## src/rtl/prga_fifo_ext_pkg.sv

```systemverilog
// Shared definitions for the prga_fifo_ext FIFO: lookahead mode codes,
// pointer-width derivation and the packed status-flag record.
package prga_fifo_ext_pkg;

    // LOOKAHEAD parameter values
    localparam int LA_STD  = 0;  // dout registered, one cycle after an accepted rd
    localparam int LA_FWFT = 1;  // first-word-fall-through, head visible while !empty

    // Pointers carry one extra wrap bit above the storage index
    function automatic int ptr_width(input int depth_log2);
        return depth_log2 + 1;
    endfunction

    // Registered occupancy flags, all derived from the same next-state count
    typedef struct packed {
        logic full;
        logic almost_full;
        logic empty;
        logic almost_empty;
    } fifo_flags_t;

endpackage

```

## src/rtl/prga_fifo_ext_if.sv

```systemverilog
// Producer/consumer bundle for prga_fifo_ext.
// Handshake: a write is accepted on a rising edge where wr=1 and the registered
// full=0; a read is accepted on a rising edge where rd=1 and the registered
// empty=0. Requests against full/empty are dropped and raise the sticky errors.
interface prga_fifo_ext_if
    import prga_fifo_ext_pkg::*;
#(
    parameter int DATA_WIDTH = 8,
    parameter int DEPTH_LOG2 = 4
);
    localparam int PW = ptr_width(DEPTH_LOG2);

    logic                  wr;
    logic [DATA_WIDTH-1:0] din;
    logic                  full;
    logic                  almost_full;
    logic                  rd;
    logic [DATA_WIDTH-1:0] dout;
    logic                  empty;
    logic                  almost_empty;
    logic [PW-1:0]         count;
    logic                  err_overflow;
    logic                  err_underflow;
    logic                  err_clr;

    // Producer/consumer side
    modport master (
        output wr, din, rd, err_clr,
        input  full, almost_full, dout, empty, almost_empty, count,
               err_overflow, err_underflow
    );

    // FIFO side
    modport slave (
        input  wr, din, rd, err_clr,
        output full, almost_full, dout, empty, almost_empty, count,
               err_overflow, err_underflow
    );
endinterface

```

## src/rtl/prga_fifo_ext_ram.sv

```systemverilog
// 1-read/1-write storage for prga_fifo_ext: synchronous write, asynchronous
// read so the lookahead path can present the head entry combinationally.
// Contents are deliberately not reset.
module prga_fifo_ext_ram
    import prga_fifo_ext_pkg::*;
#(
    parameter int DATA_WIDTH = 8,
    parameter int DEPTH_LOG2 = 4
) (
    input  logic                  clk,
    input  logic                  we_i,
    input  logic [DEPTH_LOG2-1:0] waddr_i,
    input  logic [DATA_WIDTH-1:0] wdata_i,
    input  logic [DEPTH_LOG2-1:0] raddr_i,
    output logic [DATA_WIDTH-1:0] rdata_o
);
    logic [DATA_WIDTH-1:0] mem_q [1 << DEPTH_LOG2];

    // Store the write data at the write index on an accepted write
    always_ff @(posedge clk) begin
        if (we_i) begin
            mem_q[waddr_i] <= wdata_i;
        end
    end

    assign rdata_o = mem_q[raddr_i];
endmodule

```

## src/rtl/prga_fifo_ext.sv

```systemverilog
// prga_fifo_ext: parametrised single-clock FIFO with occupancy count,
// programmable almost-full/almost-empty flags, sticky overflow/underflow
// errors and either first-word-fall-through or registered read data.
module prga_fifo_ext
    import prga_fifo_ext_pkg::*;
#(
    parameter int DATA_WIDTH = 8,
    parameter int DEPTH_LOG2 = 4,
    parameter int LOOKAHEAD  = 0,
    parameter int AF_THRESH  = (1 << DEPTH_LOG2) - 1,
    parameter int AE_THRESH  = 1
) (
    input  logic             clk,
    input  logic             rst_n,
    prga_fifo_ext_if.slave   fifo_if
);
    localparam int            PW     = ptr_width(DEPTH_LOG2);
    localparam logic [PW-1:0] AF_LVL = PW'(AF_THRESH);
    localparam logic [PW-1:0] AE_LVL = PW'(AE_THRESH);

    logic [PW-1:0]         wr_ptr_q, wr_ptr_d;
    logic [PW-1:0]         rd_ptr_q, rd_ptr_d;
    logic [PW-1:0]         count_q, count_d;
    fifo_flags_t           flags_q, flags_d;
    logic                  err_ovf_q, err_ovf_d;
    logic                  err_unf_q, err_unf_d;
    logic [DATA_WIDTH-1:0] dout_q, dout_d;
    logic [DATA_WIDTH-1:0] ram_rdata;
    logic                  wr_ok, rd_ok;

    // Acceptance is gated by the registered flags only
    assign wr_ok = fifo_if.wr && !flags_q.full;
    assign rd_ok = fifo_if.rd && !flags_q.empty;

    prga_fifo_ext_ram #(
        .DATA_WIDTH (DATA_WIDTH),
        .DEPTH_LOG2 (DEPTH_LOG2)
    ) u_ram (
        .clk     (clk),
        .we_i    (wr_ok),
        .waddr_i (wr_ptr_q[PW-2:0]),
        .wdata_i (fifo_if.din),
        .raddr_i (rd_ptr_q[PW-2:0]),
        .rdata_o (ram_rdata)
    );

    // Next pointers, occupancy and flags; wrap is plain binary overflow
    always_comb begin
        wr_ptr_d = wr_ptr_q + {{(PW-1){1'b0}}, wr_ok};
        rd_ptr_d = rd_ptr_q + {{(PW-1){1'b0}}, rd_ok};
        count_d  = wr_ptr_d - rd_ptr_d;
        flags_d.empty        = (wr_ptr_d == rd_ptr_d);
        flags_d.full         = (wr_ptr_d[PW-2:0] == rd_ptr_d[PW-2:0]) &&
                               (wr_ptr_d[PW-1] != rd_ptr_d[PW-1]);
        flags_d.almost_full  = (count_d >= AF_LVL);
        flags_d.almost_empty = (count_d <= AE_LVL);
    end

    // Sticky errors: a coincident error event beats err_clr
    always_comb begin
        err_ovf_d = err_ovf_q;
        err_unf_d = err_unf_q;
        if (fifo_if.err_clr) begin
            err_ovf_d = 1'b0;
            err_unf_d = 1'b0;
        end
        if (fifo_if.wr && flags_q.full) begin
            err_ovf_d = 1'b1;
        end
        if (fifo_if.rd && flags_q.empty) begin
            err_unf_d = 1'b1;
        end
    end

    // Read data register: tracks the head in FWFT mode (so it holds the last
    // head once empty), or loads on each accepted read in standard mode
    always_comb begin
        dout_d = dout_q;
        if (LOOKAHEAD == LA_FWFT) begin
            if (!flags_q.empty) begin
                dout_d = ram_rdata;
            end
        end else if (rd_ok) begin
            dout_d = ram_rdata;
        end
    end

    // State registers; reset discards contents but leaves storage untouched
    always_ff @(posedge clk) begin
        if (!rst_n) begin
            wr_ptr_q  <= '0;
            rd_ptr_q  <= '0;
            count_q   <= '0;
            flags_q   <= '{full: 1'b0, almost_full: 1'b0, empty: 1'b1, almost_empty: 1'b1};
            err_ovf_q <= 1'b0;
            err_unf_q <= 1'b0;
            dout_q    <= '0;
        end else begin
            wr_ptr_q  <= wr_ptr_d;
            rd_ptr_q  <= rd_ptr_d;
            count_q   <= count_d;
            flags_q   <= flags_d;
            err_ovf_q <= err_ovf_d;
            err_unf_q <= err_unf_d;
            dout_q    <= dout_d;
        end
    end

    assign fifo_if.full          = flags_q.full;
    assign fifo_if.almost_full   = flags_q.almost_full;
    assign fifo_if.empty         = flags_q.empty;
    assign fifo_if.almost_empty  = flags_q.almost_empty;
    assign fifo_if.count         = count_q;
    assign fifo_if.err_overflow  = err_ovf_q;
    assign fifo_if.err_underflow = err_unf_q;
    assign fifo_if.dout          = ((LOOKAHEAD == LA_FWFT) && !flags_q.empty) ? ram_rdata : dout_q;
endmodule

```

## src/flat_wrapper.sv

```systemverilog
// flat-port wrapper written by rule: the top's interface ports become plain ports
module prga_fifo_ext_flat import prga_fifo_ext_pkg::*;
#(
    parameter int DATA_WIDTH = 8,
    parameter int DEPTH_LOG2 = 4,
    parameter int LOOKAHEAD  = 0,
    parameter int AF_THRESH  = (1 << DEPTH_LOG2) - 1,
    parameter int AE_THRESH  = 1
)
  (clk, rst_n, fifo_if_wr, fifo_if_din, fifo_if_rd, fifo_if_err_clr, fifo_if_full, fifo_if_almost_full, fifo_if_dout, fifo_if_empty, fifo_if_almost_empty, fifo_if_count, fifo_if_err_overflow, fifo_if_err_underflow);
  prga_fifo_ext_if #(.DATA_WIDTH(DATA_WIDTH), .DEPTH_LOG2(DEPTH_LOG2)) fifo_if_i ();
  input  logic clk;
  input  logic rst_n;
  input wire logic [$bits(fifo_if_i.wr)-1:0] fifo_if_wr;
  input wire logic [$bits(fifo_if_i.din)-1:0] fifo_if_din;
  input wire logic [$bits(fifo_if_i.rd)-1:0] fifo_if_rd;
  input wire logic [$bits(fifo_if_i.err_clr)-1:0] fifo_if_err_clr;
  output wire logic [$bits(fifo_if_i.full)-1:0] fifo_if_full;
  output wire logic [$bits(fifo_if_i.almost_full)-1:0] fifo_if_almost_full;
  output wire logic [$bits(fifo_if_i.dout)-1:0] fifo_if_dout;
  output wire logic [$bits(fifo_if_i.empty)-1:0] fifo_if_empty;
  output wire logic [$bits(fifo_if_i.almost_empty)-1:0] fifo_if_almost_empty;
  output wire logic [$bits(fifo_if_i.count)-1:0] fifo_if_count;
  output wire logic [$bits(fifo_if_i.err_overflow)-1:0] fifo_if_err_overflow;
  output wire logic [$bits(fifo_if_i.err_underflow)-1:0] fifo_if_err_underflow;
  assign fifo_if_i.wr = fifo_if_wr;
  assign fifo_if_i.din = fifo_if_din;
  assign fifo_if_i.rd = fifo_if_rd;
  assign fifo_if_i.err_clr = fifo_if_err_clr;
  assign fifo_if_full = fifo_if_i.full;
  assign fifo_if_almost_full = fifo_if_i.almost_full;
  assign fifo_if_dout = fifo_if_i.dout;
  assign fifo_if_empty = fifo_if_i.empty;
  assign fifo_if_almost_empty = fifo_if_i.almost_empty;
  assign fifo_if_count = fifo_if_i.count;
  assign fifo_if_err_overflow = fifo_if_i.err_overflow;
  assign fifo_if_err_underflow = fifo_if_i.err_underflow;
  prga_fifo_ext #(.DATA_WIDTH(DATA_WIDTH), .DEPTH_LOG2(DEPTH_LOG2), .LOOKAHEAD(LOOKAHEAD), .AF_THRESH(AF_THRESH), .AE_THRESH(AE_THRESH)) u_core (.clk(clk), .rst_n(rst_n), .fifo_if(fifo_if_i));
endmodule
```

## config.mk

```make
export PLATFORM = sky130hd
export DESIGN_NAME = prga_fifo_ext_flat
export DESIGN_NICKNAME = d
export VERILOG_FILES = /design/src/rtl/prga_fifo_ext_pkg.sv /design/src/rtl/prga_fifo_ext_if.sv /design/src/rtl/prga_fifo_ext_ram.sv /design/src/rtl/prga_fifo_ext.sv /design/src/flat_wrapper.sv
export SDC_FILE = /design/constraint.sdc
export NUM_CORES = 1
export LEC_CHECK = 0
export BUFFER_PORTS_ARGS = -buffer_cell sky130_fd_sc_hd__buf_2
export CORE_MARGIN = 2
export CORE_UTILIZATION = 35
export CTS_BUF_LIST = sky130_fd_sc_hd__clkbuf_16
export DETAILED_ROUTE_END_ITERATION = 7
export PLACE_DENSITY_LB_ADDON = 0.1
export SETUP_SLACK_MARGIN = 0.1
export SKIP_LAST_GASP = 1
export SYNTH_ARGS = -nofsm -noshare
export SYNTH_HDL_FRONTEND = slang
export SYNTH_SLANG_ARGS = --single-unit
```

## constraint.sdc

```tcl
create_clock -name clk -period 5.61 [get_ports clk]
set_input_delay 0.561 -clock clk [delete_from_list [all_inputs] [get_ports clk]]
set_output_delay 0.561 -clock clk [all_outputs]
set_load 0.03 [all_outputs]
```

* Word-level counts from Yosys, hierarchy flattened
Memories as Yosys holds them, arrays and structs flattened. A register that Yosys moved wholly into a read port is not among the register bits.
Index checks and enable logic that the tools add are counted.
** Operators by class
- Mux-type cells :: 5
- Equal/unequal tests :: 3
- $add $sub $neg :: 3
- Reductions and logical operators :: 10
- Magnitude comparators :: 2
** Operator list (count)
- $add A5 B1 Y5 :: 2
- $eq A5 B5 Y1 :: 1
- $ge A5 B4 Y1 const B :: 1
- $le A5 B1 Y1 const B :: 1
- $logic_and A1 B1 Y1 :: 5
- $mux W1 :: 5
- $sub A5 B5 Y5 :: 1
- $eq A4 B4 Y1 :: 1
- $reduce_bool A2 Y1 :: 2
- $logic_not A1 Y1 :: 3
- $ne A1 B1 Y1 :: 1
** Word-level totals
- Bits in writable memories :: 128
- Logic and storage cells :: 33
- Memories :: 1
- Input bits :: 13
- Register bits after elaboration :: 21
** Memory list
- u_core.u_ram.mem_q :: depth 16, bits a word 8, read ports 1, clocked after memory_dff 1, write ports 1, line prga_fifo_ext_ram.sv:17 : logic [DATA_WIDTH-1:0] mem_q [1 << DEPTH_LOG2];

* Longest topological paths before layout
- Word-level depth :: 5
- Gate-level depth with buffers :: 12
- Gate-level depth less buffers :: 12

* Modules after synthesis
From an unflattened synthesis, not the netlist that was laid out.
** Unflattened totals
- Cells, all modules :: 346
- Area, all modules :: 6183.4 µm²
** Modules (own cells, without submodules)
- prga_fifo_ext_ram :: sequential area each 3843.7 µm², times used 1, cells an instance 221, area an instance 4987.3 µm²
- prga_fifo_ext :: sequential area each 580.6 µm², times used 1, cells an instance 125, area an instance 1196.1 µm²

* Worst setup path before layout
OpenSTA, ideal clock, no wires.
- Kind :: register -> register
- From :: reg u_core.flags_q, in the netlist u_core.fifo_if.full
- To :: reg u_core.flags_q, in the netlist u_core.fifo_if.almost_full
- Cell stages (with the launch flop) :: 12
- Setup slack :: 2785 ps
- Path buffers :: 0
- Library setup time :: 117 ps
- Arrival :: 2708 ps
- Cell sequence :: dfxtp_1 nand2b_1 inv_1 ha_1 ha_1 xnor2_1 ha_1 a21oi_1 maj3_1 maj3_2 xnor2_2 a22o_1
** Between the ends
- Cells in the longest elaborated chain, start to end :: 5
** Ends and longest elaborated chain
- start, declared :: line prga_fifo_ext.sv:24 : fifo_flags_t flags_q, flags_d;
- start signal, assigned :: line prga_fifo_ext.sv:94 : flags_q <= '{full: 1'b0, almost_full: 1'b0, empty: 1'b1, almost_empty: 1'b1};
- start signal, assigned :: line prga_fifo_ext.sv:102 : flags_q <= flags_d;
- $logic_not A1 Y1 :: line prga_fifo_ext.sv:32 : assign wr_ok = fifo_if.wr && !flags_q.full;
- $logic_and A1 B1 Y1 :: line prga_fifo_ext.sv:32
- $add A5 B1 Y5 :: line prga_fifo_ext.sv:49 : wr_ptr_d = wr_ptr_q + {{(PW-1){1'b0}}, wr_ok};
- named net u_core.wr_ptr_d[1] :: line prga_fifo_ext.sv:21 : logic [PW-1:0] wr_ptr_q, wr_ptr_d;
- $sub A5 B5 Y5 :: line prga_fifo_ext.sv:51 : count_d = wr_ptr_d - rd_ptr_d;
- $ge A5 B4 Y1 :: line prga_fifo_ext.sv:55 : flags_d.almost_full = (count_d >= AF_LVL);
The timed path passes the listed nets, and every way through them passes these cells.
A chain may end at the register's enable or synchronous reset.

* Final worst setup path
- From :: reg u_core.rd_ptr_q[0]
- To :: reg u_core.flags_q, in the netlist u_core.fifo_if.almost_full
** Between the ends
- Cells in the longest elaborated chain, start to end :: 3
** Ends and longest elaborated chain
- start, declared :: line prga_fifo_ext.sv:22 : logic [PW-1:0] rd_ptr_q, rd_ptr_d;
- start signal, assigned :: line prga_fifo_ext.sv:100 : rd_ptr_q <= rd_ptr_d;
- $add A5 B1 Y5 :: line prga_fifo_ext.sv:50 : rd_ptr_d = rd_ptr_q + {{(PW-1){1'b0}}, rd_ok};
- named net u_core.rd_ptr_d[1] :: line prga_fifo_ext.sv:22
- $sub A5 B5 Y5 :: line prga_fifo_ext.sv:51
- $ge A5 B4 Y1 :: line prga_fifo_ext.sv:55
The timed path passes the listed nets, and every way through them passes these cells.

==> reports/metrics.csv <==
stage,metric,value,unit
synthesis,syn_area,6100,sq um
sta,drv_slew,0,
pwr,clock_power_share,40.0,%
routing,drtIter0Drc,144,
placed_design,gp_congestion,0.737,
clock_tree,cts.clk_slew.worst_paths,0.06,ns
final_layout,antennaDiodeCount,0,
pwr,p_seq_share,49.2,%
clock_tree,cts.sinks,157,
worst_setup_path,reg2reg_from,u_core.rd_ptr_q[0]$_SDFF_PN0_,
floorplan,ios,32,
pwr,total_leakage_power,2.34,nW
clock_tree,cts_tree,done,
floorplan,die_area,18500,sq um
clock_tree,clock_latency,0.42,ns
floorplan,coreArea,17200,sq um
synthesis,synth.avg_cell_area,18.0,sq um
final_layout,fin_area,7030,sq um
clock_tree,cts_root_buf,clkbuf_16,
job,cap_violations,0,
hold_path,hp-class,primary input to flop,
worst_setup_path,rrSetupSlack,2.48,ns
routing,viasPerCell,4.91,
worst_setup_path,arrival,3.44,ns
worst_setup_path,reg2reg_to,u_core.fifo_if.almost_full$_SDFF_PN0_,
hold_path,min_to,u_core.fifo_if.err_overflow$_SDFFE_PN0P_,
global_route,grt_pass1_wl,19300,um
pwr,p_sw_share,24.0,%
placed_design,port_buffers,31,
final_layout,drive_gt1_share,27.2,%
floorplan,core.rowCount,48,
synthesis,yosysWarnings,0,
synthesis,syn_inst,339,
routing,drc_errors,0,
synthesis,yosysSeqAreaShare,72.5,%
sta,timing.fmax,319,MHz
pwr,switching_power,639,uW
final_layout,fillers,1580,
worst_setup_path,cp_max_fo,34,
global_route,grtUsageTotal,15.2,%
worst_setup_path,required,5.92,ns
pwr,power_frac_comb,10.8,%
sta,slew_headroom,27.7,%
sta,tightest_slew,1.08,ns
routing,route.vias.total,3013,
sta,layout_worst_path_cycle_share,55.8,%
hold_path,holdPathStages,3,
floorplan,fp.dieW,136,um
floorplan,die-height,136,um
sta,clock_skew,0.00867,ns
global_route,grt_max_degree,35,
pwr,irDropWorstVdd,0.000201,V
clock_tree,cts_htree_levels,4,
sta,fin_crit,3.13,ns
global_route,grt_remaining_overflow,0,
worst_setup_path,critPathKind,flop to flop,
routing,wl_per_cell,20.9,um
synthesis,syn_nets,357,
worst_setup_path,endpoint_kind,flop,
final_layout,layout.nets,394,
clock_tree,cts_hold_buf,0,
clock_tree,cts_buffers,17,
floorplan,initial_core_util,35.5,%
placed_design,post_dp_cell_area,6480,sq um
worst_setup_path,cp-start-kind,flop,
routing,detail_route.first_pass.iterations,4,
placed_design,dp_hpwl,7870,um
global_route,antenna_found_initial,0,
routing,ant_nets,0,
clock_tree,cts_post_setup_buffers_inserted,0,
run_status,status,completed,
pwr,power_density,378,nW/um^2
hold_path,hp-start,fifo_if_wr,
worst_setup_path,worstRegToRegCells,10,
pwr,intPower,2.02,mW
sta,setup_viol,0,
synthesis,yosysUniqueCellTypes,37,
final_layout,area_delta_synth_final,15.2,%
sta,finalHoldViolCount,0,
sta,rsz0062_at_grt,no,
routing,wl,12800,um
sta,setup_tns,0,ns
global_route,grt_pass1_vias,3199,
synthesis,synth-seq-cells,157,
clock_tree,cts-resized-gates,0,
clock_tree,clockBufferDepth,2,
[worst max-delay path by stage]
stage                                   startpoint                                     to  slack [ns]  depth (start not counted)
finish               u_core.rd_ptr_q[0]$_SDFF_PN0_  u_core.fifo_if.almost_full$_SDFF_PN0_        2.48                         10
global route         u_core.rd_ptr_q[0]$_SDFF_PN0_  u_core.fifo_if.almost_full$_SDFF_PN0_        2.29                         10
CTS                  u_core.rd_ptr_q[0]$_SDFF_PN0_  u_core.fifo_if.almost_full$_SDFF_PN0_        2.43                         10
detailed placement   u_core.rd_ptr_q[0]$_SDFF_PN0_  u_core.fifo_if.almost_full$_SDFF_PN0_        2.44                         10
global placement     u_core.rd_ptr_q[0]$_SDFF_PN0_  u_core.fifo_if.almost_full$_SDFF_PN0_        2.46                         10
floorplan           u_core.fifo_if.full$_SDFF_PN0_  u_core.fifo_if.almost_full$_SDFF_PN0_        2.79                         11
[cell usage after synthesis (all sizes together)]
library cell | count | share of area (%)
a21oi | 18 | 1.5
a22o | 1 | 0.14
a22oi | 18 | 2.2
and2 | 9 | 0.92
and3 | 1 | 0.10
and3b | 1 | 0.21
buf | 8 | 0.76
clkbuf | 7 | 0.43
clkinv | 1 | 0.061
dfxtp | 29 | 9.5
edfxtp | 128 | 63
ha | 5 | 1.0
inv | 6 | 0.37
maj3 | 3 | 0.51
mux4 | 32 | 12
nand2 | 5 | 0.35
nand2b | 4 | 0.41
nand3 | 4 | 0.53
nand4 | 1 | 0.10
nor2 | 37 | 2.3
nor2b | 3 | 0.31
nor3 | 1 | 0.082
o21ai | 1 | 0.082
o41ai | 1 | 0.27
or2 | 1 | 0.10
or3 | 1 | 0.10
xnor2 | 8 | 1.9
xor2 | 5 | 0.96
[worst max-delay path: stages (launching register included)]
cell     delay, ns
dfxtp_2       0.31
buf_4         0.57
and3b_4       0.33
ha_1          0.26
xnor2_1       0.23
ha_1          0.17
a21oi_1       0.06
maj3_1        0.37
maj3_2        0.33
xnor2_2       0.15
a22o_1        0.23
[state kept, by name (all words and copies together), names as in the netlist, 5 cells and up]
signal,count
u_core.fifo_if.dout,8
u_core.rd_ptr_q,5
u_core.fifo_if.count,5
u_core.u_ram.mem_q,128
u_core.wr_ptr_q,5
[cell families after synthesis]
group / Yosys count / share of synthesized area [%]
compound gates: 39 / 4.18
xor+xnor: 13 / 2.85
fa+ha+maj: 8 / 1.54
buf+inv: 22 / 1.62
flops: 157 / 72.5
mux: 32 / 11.8
simple gates: 68 / 5.50
[power by group through the flow]
stage | Combinational (mW) | Clock, mW | Sequential [mW]
after floorplan | 0.172 | 0 | 1.37
after global placement | 0.291 | 0 | 1.33
after detailed placement | 0.292 | 0 | 1.33
after CTS | 0.293 | 1.10 | 1.31
after global routing | 0.316 | 1.15 | 1.31
final | 0.287 | 1.06 | 1.31
[through the flow]
stage,util (%),std cells,power (mW),setup slack [ns],hold WS [ns]
detailed placement,37.7,582,1.63,2.44,0.479
finish,40.9,614,2.66,2.48,0.401
global route,40.9,614,2.77,2.29,0.409
CTS,40.9,614,2.70,2.43,0.386
floorplan,-,339,1.54,2.79,0.559
global placement,37.7,582,1.62,2.46,0.484
[cells in the final DEF, fill, tap and decap left out, types with 2 or more instances in the layout]
cell type | synthesis | layout
a21oi_1 | 18 | 18
a22oi_1 | 18 | 18
and2_1 | 9 | 9
buf_2 | 4 | 31
buf_4 | 1 | 2
clkbuf_16 | 0 | 17
clkinv_1 | 1 | 2
clkinv_2 | 0 | 3
clkinv_4 | 0 | 3
clkinvlp_4 | 0 | 2
dfxtp_1 | 29 | 28
edfxtp_1 | 128 | 128
ha_1 | 5 | 5
inv_1 | 6 | 8
inv_6 | 0 | 3
maj3_1 | 2 | 2
mux4_2 | 32 | 32
nand2_1 | 4 | 4
nand2b_1 | 4 | 4
nand3_1 | 3 | 3
nor2_1 | 37 | 37
nor2b_1 | 3 | 3
xnor2_1 | 5 | 5
xnor2_4 | 2 | 2
xor2_1 | 3 | 3
xor2_2 | 2 | 2
[cell type report]
type	instances	area (sq um)	area share, %
multi-input combinational	160	1580	22.5
tap	225	282	4.00
clock buffer	17	425	6.05
inverter	7	26.3	0.374
clock inverter	15	124	1.76
sequential	157	4430	62.9
timing repair buffer	33	170	2.42
[per-layer routing]
metal  GRT usage [%]  routed length [um]  vias up
li1                -                   -     1399
met2            26.5                6710       67
met3            4.36                 600       13
met5               0                   0        -
met4            5.03                 148        0
met1            18.0                5370     1534
(Power assumes the default switching activity.)
